<file path="config.mk">
export PLATFORM = sky130hd
export DESIGN_NAME = sram_fifo_ctrl_flat
export DESIGN_NICKNAME = d
export VERILOG_FILES = /design/src/rtl/sram_fifo_ctrl_if.sv /design/src/rtl/sram_fifo_ctrl.sv /design/src/flat_wrapper.sv
export SDC_FILE = /design/constraint.sdc
export NUM_CORES = 1
export LEC_CHECK = 0
export ABC_CLOCK_PERIOD_IN_PS = 6000
export CAP_MARGIN = 15
export CORE_MARGIN = 2
export CORE_UTILIZATION = 43
export CTS_BUF_LIST = sky130_fd_sc_hd__clkbuf_16
export CTS_CLUSTER_DIAMETER = 40
export DETAILED_ROUTE_END_ITERATION = 16
export PLACE_DENSITY = 0.83
export SLEW_MARGIN = 10
export SYNTH_ARGS = -nofsm -noshare
export SYNTH_HDL_FRONTEND = slang
export SYNTH_SLANG_ARGS = --single-unit
</file>
<file path="constraint.sdc">
create_clock -name clk -period 6 [get_ports clk]
set_clock_uncertainty 0.05 [all_clocks]
set_input_delay 0.6 -clock clk [delete_from_list [all_inputs] [get_ports clk]]
set_output_delay 0.6 -clock clk [all_outputs]
set_load 0.01 [all_outputs]
</file>
<file path="src/rtl/sram_fifo_ctrl_if.sv">
`default_nettype none
// ============================================================================
// Module   : sram_fifo_ctrl_if
// Brief    : Write stream, read stream and RAM-side bundle for sram_fifo_ctrl.
// Revision : 1.0 - initial release
// ============================================================================
interface sram_fifo_ctrl_if #(
  parameter int DATA_W = 8,
  parameter int ADDR_W = 3
);
  logic              s_valid;
  logic              s_ready;
  logic [DATA_W-1:0] s_data;
  logic              m_valid;
  logic              m_ready;
  logic [DATA_W-1:0] m_data;
  logic              ram_we;
  logic [ADDR_W-1:0] ram_addr;
  logic [DATA_W-1:0] ram_din;
  logic [DATA_W-1:0] ram_dout;
  logic [ADDR_W:0]   ram_count;
  logic              full;

  // Environment side: produces the write stream, consumes the read stream, models the RAM.
  modport master (
    output s_valid, s_data, m_ready, ram_dout,
    input  s_ready, m_valid, m_data, ram_we, ram_addr, ram_din, ram_count, full
  );

  // Controller side.
  modport slave (
    input  s_valid, s_data, m_ready, ram_dout,
    output s_ready, m_valid, m_data, ram_we, ram_addr, ram_din, ram_count, full
  );
endinterface
`default_nettype wire

</file>
<file path="src/rtl/sram_fifo_ctrl.sv">
`default_nettype none
// ============================================================================
// Module   : sram_fifo_ctrl
// Brief    : Turns a single-port sync RAM plus one output register into a
//            DEPTH+1 entry valid/ready FIFO; reads take priority over writes.
// Revision : 1.0 - initial release
// ============================================================================
module sram_fifo_ctrl #(
  parameter int DATA_W = 8,
  parameter int ADDR_W = 3
) (
  input  wire logic          clk,
  input  wire logic          rst_n,
  sram_fifo_ctrl_if.slave    bus
);

  localparam logic [ADDR_W:0] c_depth = {1'b1, {ADDR_W{1'b0}}};

  logic [ADDR_W-1:0] r_wr_ptr;
  logic [ADDR_W-1:0] r_rd_ptr;
  logic [ADDR_W:0]   r_count;
  logic              r_rd_pend;
  logic              r_m_valid;
  logic [DATA_W-1:0] r_m_data;

  logic w_full;
  logic w_rd_issue;
  logic w_s_ready;
  logic w_wr;

  // A read is only issued when the output register is guaranteed free at capture.
  assign w_full     = (r_count == c_depth);
  assign w_rd_issue = (r_count != '0) && !r_rd_pend && (!r_m_valid || bus.m_ready);
  assign w_s_ready  = rst_n && !w_full && !w_rd_issue;
  assign w_wr       = bus.s_valid && w_s_ready;

  assign bus.s_ready   = w_s_ready;
  assign bus.ram_we    = w_wr;
  assign bus.ram_addr  = w_wr ? r_wr_ptr : r_rd_ptr;
  assign bus.ram_din   = bus.s_data;
  assign bus.ram_count = r_count;
  assign bus.full      = w_full;
  assign bus.m_valid   = r_m_valid;
  assign bus.m_data    = r_m_data;

  always_ff @(posedge clk or negedge rst_n) begin
    if (!rst_n) begin
      r_wr_ptr  <= '0;
      r_rd_ptr  <= '0;
      r_count   <= '0;
      r_rd_pend <= 1'b0;
    end else begin
      if (w_wr) begin
        r_wr_ptr <= r_wr_ptr + ADDR_W'(1);
        r_count  <= r_count + (ADDR_W+1)'(1);
      end else if (w_rd_issue) begin
        r_rd_ptr <= r_rd_ptr + ADDR_W'(1);
        r_count  <= r_count - (ADDR_W+1)'(1);
      end
      // Issue is never asserted while a read is pending, so this both sets and clears it.
      r_rd_pend <= w_rd_issue;
    end
  end

  always_ff @(posedge clk or negedge rst_n) begin
    if (!rst_n) begin
      r_m_valid <= 1'b0;
      r_m_data  <= '0;
    end else if (r_rd_pend) begin
      r_m_valid <= 1'b1;
      r_m_data  <= bus.ram_dout;
    end else if (r_m_valid && bus.m_ready) begin
      r_m_valid <= 1'b0;
    end
  end

`ifndef SYNTHESIS
  a_count_bound: assert property (@(posedge clk) disable iff (!rst_n) r_count <= c_depth);
  a_full_blocks: assert property (@(posedge clk) disable iff (!rst_n) w_full |-> !w_s_ready);
`endif

endmodule
`default_nettype wire

</file>
<file path="src/flat_wrapper.sv">
// flat-port wrapper written by rule: the top's interface ports become plain ports
module sram_fifo_ctrl_flat 
#(
  parameter int DATA_W = 8,
  parameter int ADDR_W = 3
)
  (clk, rst_n, bus_s_valid, bus_s_data, bus_m_ready, bus_ram_dout, bus_s_ready, bus_m_valid, bus_m_data, bus_ram_we, bus_ram_addr, bus_ram_din, bus_ram_count, bus_full);
  sram_fifo_ctrl_if #(.DATA_W(DATA_W), .ADDR_W(ADDR_W)) bus_i ();
  input  wire logic clk;
  input  wire logic rst_n;
  input wire logic [$bits(bus_i.s_valid)-1:0] bus_s_valid;
  input wire logic [$bits(bus_i.s_data)-1:0] bus_s_data;
  input wire logic [$bits(bus_i.m_ready)-1:0] bus_m_ready;
  input wire logic [$bits(bus_i.ram_dout)-1:0] bus_ram_dout;
  output wire logic [$bits(bus_i.s_ready)-1:0] bus_s_ready;
  output wire logic [$bits(bus_i.m_valid)-1:0] bus_m_valid;
  output wire logic [$bits(bus_i.m_data)-1:0] bus_m_data;
  output wire logic [$bits(bus_i.ram_we)-1:0] bus_ram_we;
  output wire logic [$bits(bus_i.ram_addr)-1:0] bus_ram_addr;
  output wire logic [$bits(bus_i.ram_din)-1:0] bus_ram_din;
  output wire logic [$bits(bus_i.ram_count)-1:0] bus_ram_count;
  output wire logic [$bits(bus_i.full)-1:0] bus_full;
  assign bus_i.s_valid = bus_s_valid;
  assign bus_i.s_data = bus_s_data;
  assign bus_i.m_ready = bus_m_ready;
  assign bus_i.ram_dout = bus_ram_dout;
  assign bus_s_ready = bus_i.s_ready;
  assign bus_m_valid = bus_i.m_valid;
  assign bus_m_data = bus_i.m_data;
  assign bus_ram_we = bus_i.ram_we;
  assign bus_ram_addr = bus_i.ram_addr;
  assign bus_ram_din = bus_i.ram_din;
  assign bus_ram_count = bus_i.ram_count;
  assign bus_full = bus_i.full;
  sram_fifo_ctrl #(.DATA_W(DATA_W), .ADDR_W(ADDR_W)) u_core (.clk(clk), .rst_n(rst_n), .bus(bus_i));
endmodule
</file>
==> flow_summary.yaml, run 1 <==
timing:
  maxSlewHeadroom_pct: 37.0
  setup_viol: 0
  tns_ns: 0
  hold_viol_final: 0
  worstMarginPinSlew_ns: 0.942
  slew_violations: 0
  fmax_mhz: 265
  min_period_ns: 3.78
  finalCritPeriodShare_pct: 63.0
  rsz0062_at_grt: "no"
critical_path:
  cp_data_required_time_ns: 5.35
  slowest_delay_ns: 1.09
  worstPathCellList: "clkdlybuf4s50_1, nand3_2, or2_1, mux2_2, clkdlybuf4s50_1"
  crit_family: "buffers and inverters"
  r2r_cells: 9
  r2r_start: "u_core.bus.ram_count[3]"
  worst_setup_path_start_kind: "primary input"
  cpMostUsedCell: "clkdlybuf4s50_1"
  critPathKind: "primary input to output port"
  cpMaxStageDelayCell: "clkdlybuf4s50_1"
  crit_fanout: 22
  worst-path-buf-inv: 2
  crit_arrival_ns: 3.13
  worstSetupEndpointType: "output port"
  rrSetupSlack_ns: 3.28
  r2r_end: "u_core.bus.ram_count[3]"
floorplan:
  num_rows: 17
  core_um2: 2210
  fp.dieW_um: 52.6
  num_io_pins: 47
  die_area_um2: 2760
  start_util_pct: 45.8
  die_height_um: 52.6
global_routing:
  antenna_found_initial: 0
  grt_pass1_vias: 698
  globalRouteOverflowTotal: 0
  grt_max_degree: 23
  grt_pass1_wl_um: 3050
  grt_usage_pct: 15.3
clock_network:
  cts_root_buf: "clkbuf_16"
  cts_setup_buffers: 0
  h-tree-depth: 1
  ctsHoldBuffers: 0
  cts.path.max_buffers: 2
  cts_made_buffers: 3
  post_cts_resized: 0
  insertion_delay_ns: 0.25
  cts_tree: "built"
  numClockSinks: 20
  clk_pin_slew_ns: 0.05
pwr:
  p_int_w: 0.000574
  ir_worst_vdd_uv: 346
  totalPowerFinal_w: 0.000835
  p_sw_w: 0.000261
  power_switching_share_pct: 31.3
  p_clk_share_pct: 21.7
  p_per_area_nw_per_um2: 604
  p_leak_nw: 0.590
  power_frac_seq_pct: 33.3
  p_comb_share_pct: 45.0
finish:
  diodes: 0
  final_net_count: 130
  fillers: 181
  final_area_um2: 1380
  areaGrowthSynthToFinish_pct: 36.5
  stdcell_count: 132
  layout-drive-gt1-share_pct: 21.2
  most-common-layout-cells: "clkdlybuf4s50_1 (30), dfrtp_1 (20), mux2_2 (15)"
  final_common_cell: "clkdlybuf4s50_1"
synthesis:
  yosys_warnings: 0
  syn_avg_cell_area_um2: 12.7
  syn_area_um2: 1010
  yosys-top-cells-area: "dfrtp_1 (49%), mux2_2 (17%), buf_4 (6.7%), ha_1 (4.9%), xor2_1 (3.5%)"
  syn-instance-count: 80
  yosysTopAreaCellShare_pct: 49.4
  ys_ff_latch: 20
  ys_types: 26
  ys_seq_area_share_pct: 49.4
  synthesis.nets: 105
  yosysTopAreaCell: "dfrtp_1"
placement:
  place_hpwl_um: 1320
  io_buffers: 30
  gp_congestion: 0.814
  dpl_cell_area_um2: 1280
  dp.cells: 128
hold_path:
  hp-class: "flop to flop"
  whs_endpoint: "u_core.r_wr_ptr[2]"
  min-delay-start: "u_core.r_wr_ptr[2]"
  holdPathStages: 1
detailed_routing:
  route.antenna.remaining_nets: 0
  wl_per_cell_um: 13.5
  dr.first_iter.drc_count: 1
  via_count: 668
  vias_per_cell: 5.06
  firstDrtPassIters: 2
  routed_wl_um: 1780
  route.detailed.drc: 0
run:
  max_cap_violations: 0
run_status:
  status: "finished clean"
[flip-flops by register name (all words and copies together) (netlist names)]
register              flops
u_core.r_rd_pend          1
u_core.r_wr_ptr           3
u_core.bus.m_valid        1
u_core.bus.m_data         8
u_core.r_rd_ptr           3
u_core.bus.ram_count      4
[cell families after synthesis]
kind of cell	after synthesis	share of synthesized area, %
AO/OA/AOI/OAI	6	4.07
buffers and inverters	14	8.76
adder cells (fa/ha/maj)	5	6.91
flip-flops	20	49.4
multiplexers	15	16.7
AND/OR/NAND/NOR	14	9.01
XOR/XNOR	6	5.19
[worst max-delay path by stage]
stage	from	end	slack, ns	depth (start not counted)
final	rst_n	bus_ram_addr[0]	2.22	5
after global routing	rst_n	bus_ram_addr[0]	1.92	5
after CTS	rst_n	bus_ram_addr[0]	2.14	5
after detailed placement	rst_n	bus_ram_addr[0]	2.16	5
after global placement	rst_n	bus_ram_addr[2]	2.20	5
after floorplan	u_core.bus.ram_count[0]	u_core.bus.ram_count[3]	3.56	9
[synth_stat cells]
cell,n
o21ai_1,1
or4b_1,1
a211oi_1,1
mux2_2,15
nand2_1,4
o211ai_1,1
buf_2,2
inv_1,3
nand3_2,1
and2_1,1
or4_1,1
a21o_1,1
dfrtp_1,20
nor3b_1,1
buf_4,9
ha_1,4
nand3_1,1
fa_1,1
nor2_1,1
xor2_1,4
nor4_2,1
o2111ai_1,1
a21oi_1,1
nand3b_1,1
xnor2_1,2
or2_1,1
[metal layers]
layer | track usage [%] | vias up | wire, um
li1 | - | 317 | -
met1 | 18.0 | 318 | 753
met2 | 24.8 | 26 | 845
met3 | 3.14 | 7 | 131
met4 | 10.3 | 0 | 48
met5 | 0 | - | 0
[cell type report]
class,instances,area (um^2),share of cell area [%]
sequential,20,500,36.2
multi-input combinational,46,424,30.7
timing repair buffer,31,308,22.2
clock buffer,3,75.1,5.42
tap,28,35.0,2.53
clock inverter,1,30.0,2.17
inverter,3,11.3,0.814
[through the flow]
| step | utilization [%] | hold WS (ns) | setup WS [ns] |
|---|---|---|---|
| global placement | 57.8 | 0.405 | 2.20 |
| finish | 62.6 | 0.424 | 2.22 |
| global route | 62.6 | 0.432 | 1.92 |
| floorplan | - | 0.254 | 3.56 |
| detailed placement | 57.8 | 0.411 | 2.16 |
| CTS | 62.6 | 0.427 | 2.14 |
[power by group through the flow]
stage / Sequential [W] / Clock (W) / Combinational [W]
2_1_floorplan: 0.000281 / 0 / 0.000210
3_3_place_gp: 0.000277 / 0 / 0.000370
3_5_place_dp: 0.000281 / 0 / 0.000378
4_1_cts: 0.000280 / 0.000184 / 0.000381
6_report: 0.000279 / 0.000181 / 0.000376
5_1_grt: 0.000291 / 0.000193 / 0.000415
No activity file was read; power rests on OpenSTA's default activity.
==> run 2: changes to the inputs <==
ABC_CLOCK_PERIOD_IN_PS = 3800   (was 6000)
CORE_UTILIZATION = 40   (was 43)
PLACE_DENSITY = 0.78   (was 0.83)
clock period = 3.8 ns   (was 6 ns; I/O delays follow)
==> run 2 against run 1 <==
  * Cell area fell by 1.4%
  * Via count is 1.6% higher
  * Worst hold slack gained 0.00053 ns
  * Sequential power rose by 56%
  * Count of clock-buffer cells in the layout unchanged
  * Core utilization down 6.5 points
  * Non-clock buffer count up 1
  * First-iteration DRC count grew to 3.0 times the previous value
  * Critical path type is now flop to output port
  * Critical endpoint unchanged
==> flow_summary.yaml, run 2 (synthesized netlist as in run 1, its figures left out) <==
run_status:
  status: "finished clean"
finish:
  fillers: 199
  multi_input_area_um2: 424
  diodes: 0
  largest_reg_flops: 8
  most-common-layout-cells: "clkdlybuf4s50_1 (30), dfrtp_1 (20), mux2_2 (15)"
  layout-drive-gt1-share_pct: 21.2
  final_common_cell: "clkdlybuf4s50_1"
  stdcell_count: 134
  finish.utilization_pct: 56.1
  seq_area_um2: 500
  areaGrowthSynthToFinish_pct: 34.6
  final_net_count: 131
detailed_routing:
  route.detailed.drc: 0
  wl_met2_um: 956
  vias_per_cell: 5.07
  via_count: 679
  route.antenna.remaining_nets: 0
  dr.first_iter.drc_count: 3
  wl_met3_um: 210
  highest_layer: "met4"
  wl_met1_um: 718
  routed_wl_um: 1940
  wl_per_cell_um: 14.5
  firstDrtPassIters: 4
clock_network:
  cts_setup_buffers: 0
  ctsHoldBuffers: 0
  clk_pin_slew_ns: 0.05
  cts.path.max_buffers: 2
  cts_tree: "built"
  cts_root_buf: "clkbuf_16"
  post_cts_resized: 0
  h-tree-depth: 1
  numClockSinks: 20
  cts_made_buffers: 3
  insertion_delay_ns: 0.25
placement:
  place_hpwl_um: 1470
  dp.cells: 131
  gp_congestion: 0.730
  io_buffers: 30
global_routing:
  grt_pass1_wl_um: 2910
  grt_usage_pct: 14.5
  globalRouteOverflowTotal: 0
  grt_max_degree: 22
  antenna_found_initial: 0
  grt_pass1_vias: 659
floorplan:
  die_area_um2: 2950
  start_util_pct: 41.7
  num_io_pins: 47
  die_height_um: 54.3
  core_um2: 2430
  num_rows: 18
  fp.dieW_um: 54.3
critical_path:
  worstSetupEndpointType: "output port"
  cp_data_required_time_ns: 3.37
  worstPathCellList: "or4b_1, nand3_2, or2_1, mux2_2, clkdlybuf4s50_1"
  slowest_delay_ns: 0.60
  critPathKind: "flop to output port"
  worst-path-buf-inv: 1
  crit_arrival_ns: 2.67
  worst_setup_path_start_kind: "flop"
  cpMaxStageDelayCell: "or4b_1"
  crit_family: "simple AND/OR/NAND/NOR gates"
  crit_fanout: 9
timing:
  hold_viol_final: 0
  rsz0062_at_grt: "no"
  slew_violations: 0
  min_period_ns: 3.10
  worstMarginPinSlew_ns: 0.394
  maxSlewHeadroom_pct: 73.8
  tns_ns: 0
  finalCritPeriodShare_pct: 81.7
  hold_ws_ns: 0.424
  fmax_mhz: 322
  setup_viol: 0
run:
  max_cap_violations: 0
pwr:
  p_leak_nw: 0.581
  ir_worst_vdd_uv: 399
  p_per_area_nw_per_um2: 910
hold_path:
  hp-class: "flop to flop"
run 2: cell count changes in the layout (fill, tap and decap cells not counted), sizes merged:
cell    before  now
bufinv       1    0
buf          1    2
run 2: final cells by class:
| type | count | area share, % |
|---|---|---|
| Tap cell | 30 | 2.75 |
| Multi-Input combinational cell | 46 | 31.1 |
| Sequential cell | 20 | 36.7 |
| Timing Repair Buffer | 32 | 23.1 |
| Inverter | 3 | 0.826 |
| Clock buffer | 3 | 5.50 |
run 2: final timing paths:
kind,startpoint,to,cells past startpoint,slack [ns]
max in group asynchronous,rst_n,u_core.r_wr_ptr[0],2,2.98
min in group asynchronous,rst_n,u_core.bus.m_data[0],2,0.51
worst max register to register,u_core.bus.ram_count[3],u_core.bus.ram_count[3],9,1.01
worst max-delay path,u_core.bus.ram_count[0],bus_ram_addr[0],5,0.70
worst min-delay path,u_core.r_wr_ptr[2],u_core.r_wr_ptr[2],1,0.42
worst min register to register,u_core.r_wr_ptr[2],u_core.r_wr_ptr[2],1,0.42
run 2: through the flow:
stage               setup slack, ns  area [um^2]  total power (W)
floorplan                      1.36         1010         0.000774
global placement              0.868         1290          0.00102
detailed placement            0.803         1290          0.00104
CTS                           0.681         1360          0.00126
global route                  0.560         1360          0.00133
finish                        0.695         1360          0.00124
run 2: power by group:
group	switching (W)	leakage (nW)	internal [W]	total (W)
Combinational	0.000230	0.309	0.000369	0.000599
Sequential	0.000107	0.234	0.000328	0.000435
Clock	0.0000689	0.0370	0.000138	0.000207
Total	0.000406	0.581	0.000836	0.00124
run 2: metal layers:
metal | GRT usage, % | vias to the layer above
met1 | 14.9 | 322
met3 | 4.37 | 4
met5 | 0 | -
met4 | 10.0 | 0
met2 | 25.1 | 32
li1 | - | 321
